$ cat config.mk
export PLATFORM = sky130hd
export DESIGN_NAME = ip_checksum_insert_flat
export DESIGN_NICKNAME = d
export VERILOG_FILES = /design/src/rtl/ip_checksum_insert_if.sv /design/src/rtl/ip_checksum_insert.sv /design/src/flat_wrapper.sv
export SDC_FILE = /design/constraint.sdc
export NUM_CORES = 2
export LEC_CHECK = 0
export BUFFER_PORTS_ARGS = -buffer_cell sky130_fd_sc_hd__clkbuf_2
export CAP_MARGIN = 20
export CORE_AREA = 2 2 355 357
export CTS_CLUSTER_SIZE = 25
export DETAILED_ROUTE_END_ITERATION = 16
export DIE_AREA = 0 0 357 359
export PLACE_DENSITY = 0.58
export SYNTH_ARGS = -nofsm -noshare
export SYNTH_HDL_FRONTEND = slang
export SYNTH_SLANG_ARGS = --single-unit
$ cat constraint.sdc
create_clock -name AXI_ACLK -period 94.2 [get_ports AXI_ACLK]
set_clock_uncertainty 0.1 [all_clocks]
set_input_delay 14.13 -clock AXI_ACLK [delete_from_list [all_inputs] [get_ports AXI_ACLK]]
set_output_delay 14.13 -clock AXI_ACLK [all_outputs]
set_load 0.1 [all_outputs]
$ cat src/rtl/ip_checksum_insert_if.sv
// ip_checksum_insert_if: AXI4-Stream bundle (data, strobes, sideband, handshake) for the checksum inserter.
interface ip_checksum_insert_if #(
    parameter int DATA_WIDTH  = 256,
    parameter int TUSER_WIDTH = 128
);
    logic [DATA_WIDTH-1:0]   tdata;
    logic [DATA_WIDTH/8-1:0] tstrb;
    logic [TUSER_WIDTH-1:0]  tuser;
    logic                    tvalid;
    logic                    tready;
    logic                    tlast;
    modport master (output tdata, tstrb, tuser, tvalid, tlast, input tready);
    modport slave  (input tdata, tstrb, tuser, tvalid, tlast, output tready);
endinterface

$ cat src/rtl/ip_checksum_insert.sv
// ip_checksum_insert: rewrites the IPv4 header checksum (beat 0 bytes 24-25) of IHL=5 packets on a 256-bit
// AXI stream; beat 0 is held until beat 1 supplies the last header word, everything else passes unchanged.
module ip_checksum_insert #(
    parameter int C_M_AXIS_DATA_WIDTH  = 256,
    parameter int C_S_AXIS_DATA_WIDTH  = 256,
    parameter int C_M_AXIS_TUSER_WIDTH = 128,
    parameter int C_S_AXIS_TUSER_WIDTH = 128
) (
    input  logic                 AXI_ACLK,
    input  logic                 AXI_RESET,
    ip_checksum_insert_if.slave  s_axis,
    ip_checksum_insert_if.master m_axis,
    output logic [31:0]          csum_rewrite_cnt,
    output logic [31:0]          csum_bypass_cnt,
    output logic [15:0]          last_csum
);
    typedef enum logic [1:0] {IDLE, HOLD, FWD, FLUSH} state_t;
    state_t state, state_nxt;
    logic [C_S_AXIS_DATA_WIDTH-1:0]   h_data;
    logic [C_S_AXIS_DATA_WIDTH/8-1:0] h_strb;
    logic [C_S_AXIS_TUSER_WIDTH-1:0]  h_user;
    logic                             h_last, h_elig;
    logic [19:0]                      h_partial, partial, sum;
    logic [16:0]                      f1;
    logic [15:0]                      f2, csum;
    logic [C_M_AXIS_DATA_WIDTH-1:0]   o_data;
    logic [C_M_AXIS_DATA_WIDTH/8-1:0] o_strb;
    logic [C_M_AXIS_TUSER_WIDTH-1:0]  o_user;
    logic                             o_last, out_free, acc, sop_elig, ld_out, ld_h, cnt_rw, cnt_bp;

    assign out_free      = !m_axis.tvalid || m_axis.tready;
    assign s_axis.tready = out_free && state != FLUSH;
    assign acc           = s_axis.tvalid && s_axis.tready;
    assign sop_elig      = s_axis.tdata[159:144] == 16'h0800 && s_axis.tdata[143:136] == 8'h45 && !s_axis.tlast;

    // header words in beat 0 (bytes 14..31), checksum field excluded
    always_comb begin
        partial = '0;
        for (int i = 0; i < 9; i++)
            if (i != 3) partial = partial + 20'(s_axis.tdata[16*i +: 16]);
    end

    assign sum  = h_partial + 20'(s_axis.tdata[255:240]);
    assign f1   = 17'(sum[15:0]) + 17'(sum[19:16]);
    assign f2   = f1[15:0] + 16'(f1[16]);
    assign csum = ~f2;

    always_comb begin
        state_nxt = state;
        ld_out    = 1'b0;
        ld_h      = 1'b0;
        cnt_rw    = 1'b0;
        cnt_bp    = 1'b0;
        o_data    = h_data;
        o_strb    = h_strb;
        o_user    = h_user;
        o_last    = h_last;
        case (state)
            IDLE: if (acc) begin
                if (s_axis.tlast) begin
                    ld_out = 1'b1;
                    cnt_bp = 1'b1;
                    o_data = s_axis.tdata;
                    o_strb = s_axis.tstrb;
                    o_user = s_axis.tuser;
                    o_last = 1'b1;
                end else begin
                    ld_h      = 1'b1;
                    state_nxt = HOLD;
                end
            end
            HOLD: if (acc) begin
                ld_out    = 1'b1;
                ld_h      = 1'b1;
                cnt_rw    = h_elig;
                cnt_bp    = !h_elig;
                o_data    = h_elig ? {h_data[255:64], csum, h_data[47:0]} : h_data;
                state_nxt = s_axis.tlast ? FLUSH : FWD;
            end
            FWD: if (acc) begin
                ld_out    = 1'b1;
                ld_h      = 1'b1;
                state_nxt = s_axis.tlast ? FLUSH : FWD;
            end
            default: if (out_free) begin
                ld_out    = 1'b1;
                state_nxt = IDLE;
            end
        endcase
    end

    always_ff @(posedge AXI_ACLK or posedge AXI_RESET) begin
        if (AXI_RESET) begin
            state            <= IDLE;
            m_axis.tvalid    <= 1'b0;
            m_axis.tdata     <= '0;
            m_axis.tstrb     <= '0;
            m_axis.tuser     <= '0;
            m_axis.tlast     <= 1'b0;
            h_data           <= '0;
            h_strb           <= '0;
            h_user           <= '0;
            h_last           <= 1'b0;
            h_elig           <= 1'b0;
            h_partial        <= '0;
            csum_rewrite_cnt <= '0;
            csum_bypass_cnt  <= '0;
            last_csum        <= '0;
        end else begin
            state <= state_nxt;
            if (ld_out) begin
                m_axis.tvalid <= 1'b1;
                m_axis.tdata  <= o_data;
                m_axis.tstrb  <= o_strb;
                m_axis.tuser  <= o_user;
                m_axis.tlast  <= o_last;
            end else if (m_axis.tready) begin
                m_axis.tvalid <= 1'b0;
            end
            // eligibility/partial only matter when the held beat is a SOP
            if (ld_h) begin
                h_data    <= s_axis.tdata;
                h_strb    <= s_axis.tstrb;
                h_user    <= s_axis.tuser;
                h_last    <= s_axis.tlast;
                h_elig    <= sop_elig;
                h_partial <= partial;
            end
            if (cnt_rw) begin
                csum_rewrite_cnt <= csum_rewrite_cnt + 32'd1;
                last_csum        <= csum;
            end
            if (cnt_bp) csum_bypass_cnt <= csum_bypass_cnt + 32'd1;
        end
    end
endmodule

$ cat src/flat_wrapper.sv
// flat-port wrapper written by rule: the top's interface ports become plain ports
module ip_checksum_insert_flat 
#(
    parameter int C_M_AXIS_DATA_WIDTH  = 256,
    parameter int C_S_AXIS_DATA_WIDTH  = 256,
    parameter int C_M_AXIS_TUSER_WIDTH = 128,
    parameter int C_S_AXIS_TUSER_WIDTH = 128
)
  (AXI_ACLK, AXI_RESET, csum_rewrite_cnt, csum_bypass_cnt, last_csum, s_axis_tdata, s_axis_tstrb, s_axis_tuser, s_axis_tvalid, s_axis_tlast, s_axis_tready, m_axis_tdata, m_axis_tstrb, m_axis_tuser, m_axis_tvalid, m_axis_tlast, m_axis_tready);
  ip_checksum_insert_if s_axis_i ();
  ip_checksum_insert_if m_axis_i ();
  input  logic AXI_ACLK;
  input  logic AXI_RESET;
  output logic [31:0] csum_rewrite_cnt;
  output logic [31:0] csum_bypass_cnt;
  output logic [15:0] last_csum;
  input wire logic [$bits(s_axis_i.tdata)-1:0] s_axis_tdata;
  input wire logic [$bits(s_axis_i.tstrb)-1:0] s_axis_tstrb;
  input wire logic [$bits(s_axis_i.tuser)-1:0] s_axis_tuser;
  input wire logic [$bits(s_axis_i.tvalid)-1:0] s_axis_tvalid;
  input wire logic [$bits(s_axis_i.tlast)-1:0] s_axis_tlast;
  output wire logic [$bits(s_axis_i.tready)-1:0] s_axis_tready;
  output wire logic [$bits(m_axis_i.tdata)-1:0] m_axis_tdata;
  output wire logic [$bits(m_axis_i.tstrb)-1:0] m_axis_tstrb;
  output wire logic [$bits(m_axis_i.tuser)-1:0] m_axis_tuser;
  output wire logic [$bits(m_axis_i.tvalid)-1:0] m_axis_tvalid;
  output wire logic [$bits(m_axis_i.tlast)-1:0] m_axis_tlast;
  input wire logic [$bits(m_axis_i.tready)-1:0] m_axis_tready;
  assign s_axis_i.tdata = s_axis_tdata;
  assign s_axis_i.tstrb = s_axis_tstrb;
  assign s_axis_i.tuser = s_axis_tuser;
  assign s_axis_i.tvalid = s_axis_tvalid;
  assign s_axis_i.tlast = s_axis_tlast;
  assign s_axis_tready = s_axis_i.tready;
  assign m_axis_tdata = m_axis_i.tdata;
  assign m_axis_tstrb = m_axis_i.tstrb;
  assign m_axis_tuser = m_axis_i.tuser;
  assign m_axis_tvalid = m_axis_i.tvalid;
  assign m_axis_tlast = m_axis_i.tlast;
  assign m_axis_i.tready = m_axis_tready;
  ip_checksum_insert #(.C_M_AXIS_DATA_WIDTH(C_M_AXIS_DATA_WIDTH), .C_S_AXIS_DATA_WIDTH(C_S_AXIS_DATA_WIDTH), .C_M_AXIS_TUSER_WIDTH(C_M_AXIS_TUSER_WIDTH), .C_S_AXIS_TUSER_WIDTH(C_S_AXIS_TUSER_WIDTH)) u_core (.AXI_ACLK(AXI_ACLK), .AXI_RESET(AXI_RESET), .s_axis(s_axis_i), .m_axis(m_axis_i), .csum_rewrite_cnt(csum_rewrite_cnt), .csum_bypass_cnt(csum_bypass_cnt), .last_csum(last_csum));
endmodule
==> results.md <==
* Worst Hold Class: flop to flop
* CTS sink count at 938
* Simple-gate area share of the yosys netlist at 9.425%
* Fillers at 12110
* Vias in the first global route at 31650
* Least-Margin Pin Slew at 1.294 ns
* Chip Height at 359 um
* Syn_nets at 4295
* PostCTS Resize Cnt at 0
* Main synth FF type: dfrtp_1
* Synth area leaders: dfrtp_1, mux2_2, a221oi_1, nor2_1, fa_1
* Number of cell rows at 130
* Io pins at 920
* Slew headroom at between 10 and 15%
* Synthesized instance count at 3727
* Worst R2R Setup Slack at 87.16 ns
* Final Util at around 42%
* Total GRT Usage at 20.91%
* Largest net degree at the start of global routing at 167
* CTS Buf Count at 103
* YS warnings at 0
* WL final at about 140000 um
* Clock buffer depth at 3
* Initial antenna violation count at 35
* Synthesized flop and latch total at 938
* CP Launch Type: primary input
* Max-Cap Viols at 0
* Cell with the most instances after synthesis: dfrtp_1
* GPL Wtd Cong at 0.8691
* PortBufs at 919
* Core area at approximately 120000 um^2
* Vias at 31870
* Clock Latency Late Sink at 0.73 ns
* XOR/XNOR Fraction of Synth Area at 2.390%
* Dominant cell type by area after synthesis: dfrtp_1
* Routed Antenna Nets at 0
* Tcrit/Tclk final at 31.40%
* 1st-pass router iterations at 5
* Die area at 128200 um^2
* RSZ-0062 raised after global routing: no
* Setup-failing EPs final at 0
* Crit path DAT at 15.35 ns
* Required @ worst endpoint at 79.97 ns
* Area growth from synthesis to layout at 22.70%
* H-tree depth at 3
* Final Hold Fails at 0
* Fmax at roughly 0.034 GHz
* Combinational family with the most area after synthesis: multiplexers
* Post-synth top area share at 54.74%
* First-pass GRT wire length at 203300 um
* Multiplexer share of the synthesized area at around 14%
* Avg Vias per Cell at 5.040
* Status: complete, no violations
* Unique masters post-synth at 76
* WS Path Type: primary input to output pin
* Share of cells above drive strength 1 at 33.21%
* Wirelength per Cell at 21.79 um
* Fraction of registers with async set/reset at 100.0%
* Setup crit end kind: output pin
* Cell area after synthesis at 42880 um^2
* Number of flops mapped to enable cells by yosys at 0
* Final Max Tran Viols at 0
* Crit path max fanout at 7
* Sequential area share after synthesis at 54.74%
* Hold Buf Count CTS at 0
* Post-synth top cells: dfrtp_1, nor2_1, mux2_2, nand2_1, a221oi_1
* Setup bufs post-CTS at 0
* CTS tree: built
* Post-Synth Adder-Cell Area at roughly 5.7%
* Post-DP HPWL at 99190 um
* Number of nets in the layout at 5134
* Iteration-0 DRC count of the detailed router at 2363
* Period minus WS final at 29.58 ns
* Clock-pin slew on the worst setup and hold paths at 0.06 ns
* Syn_area_per_cell at 11.50 um^2
* CTS root buf: clkbuf_16
* Compound-Gate Fraction of Synth Area at between 10% and 20%
* Fin Setup TNS at 0 ns
* Horiz. Die Dim at between 300 and 400 um
* Initial Util at 34.41%
* GRT overflow at 0
* DRC at 0
[placed cells by master, fill, tap and decap left out, types with 74 or more instances in the layout]
master | netlist | layout
fa_1 | 81 | 81
clkbuf_2 | 0 | 919
nand2_1 | 280 | 280
mux2_2 | 395 | 395
a221oi_1 | 255 | 255
o21ai_0 | 241 | 241
clkbuf_16 | 0 | 104
inv_1 | 147 | 146
dfrtp_1 | 938 | 938
nor2_1 | 553 | 552
mux2i_1 | 161 | 161
xnor2_1 | 74 | 74
[cells by family after synthesis]
logic type,Yosys count
AND/OR/NAND/NOR,978
flip-flops,938
AO/OA/AOI/OAI,623
multiplexers,556
buffers and inverters,371
adder cells (fa/ha/maj),147
XOR/XNOR,114
[layout make-up]
class | instances | area, um^2 | area share [%]
multi-input cells | 2418 | 18010 | 34.24
repair buffers | 958 | 5015 | 9.532
inverters | 147 | 559.3 | 1.063
diodes | 27 | 67.56 | 0.1284
flip-flops and latches | 938 | 23470 | 44.62
well taps | 1650 | 2064 | 3.924
clock inverters | 30 | 395.4 | 0.7515
clock buffers | 155 | 3024 | 5.748
[critical path: stages]
cell and delay [ns]:
clkbuf_2 0.09, nor2b_1 0.48, nor2_1 0.21, clkbuf_2 0.43
[sequential cells by signal, indices dropped and copies added (netlist names), 20 cells and up]
name,count
u_core.h_partial,20
u_core.m_axis.tdata,256
u_core.m_axis.tuser,128
u_core.h_strb,32
u_core.csum_bypass_cnt,32
u_core.m_axis.tstrb,32
u_core.h_data,256
u_core.csum_rewrite_cnt,32
u_core.h_user,128
[metrics by stage]
stage | std cells | instance area (um^2) | hold slack (ns) | setup WS, ns
after global routing | 6322 | 52610 | 0.3935 | 64.57
after global placement | 6108 | 49040 | 0.3595 | 64.67
final | 6323 | 52610 | 0.3734 | 64.62
after floorplan | 3727 | 42880 | 0.3447 | 53.59
after CTS | 6293 | 52460 | 0.3775 | 64.64
after detailed placement | 6108 | 49040 | 0.3643 | 64.62
[layer usage]
metal  wire (um)  part of all wire [%]  vias up  GRT usage, %
met3        9808                   7.1      215         5.462
met5          87                 0.063        -             0
met4        4565                   3.3       14         8.708
met2       66940                    49      915         34.47
met1       56370                    41    15960         25.88
li1            -                     -    14760             -
[path summary, 6_finish.rpt]
kind,from,end,depth (start not counted)
min in group asynchronous,AXI_RESET,u_core.h_user[50],2
max in group asynchronous,AXI_RESET,u_core.h_data[61],9
min,u_core.last_csum[14],u_core.last_csum[14],1
min reg2reg,u_core.last_csum[14],u_core.last_csum[14],1
max,m_axis_tready,s_axis_tready,4
max reg2reg,u_core.h_partial[0],u_core.m_axis.tdata[62],31
Power is left out: the tool's default activity adds up to more than one toggle a clock period on the data nets, which glitch-free logic cannot reach.
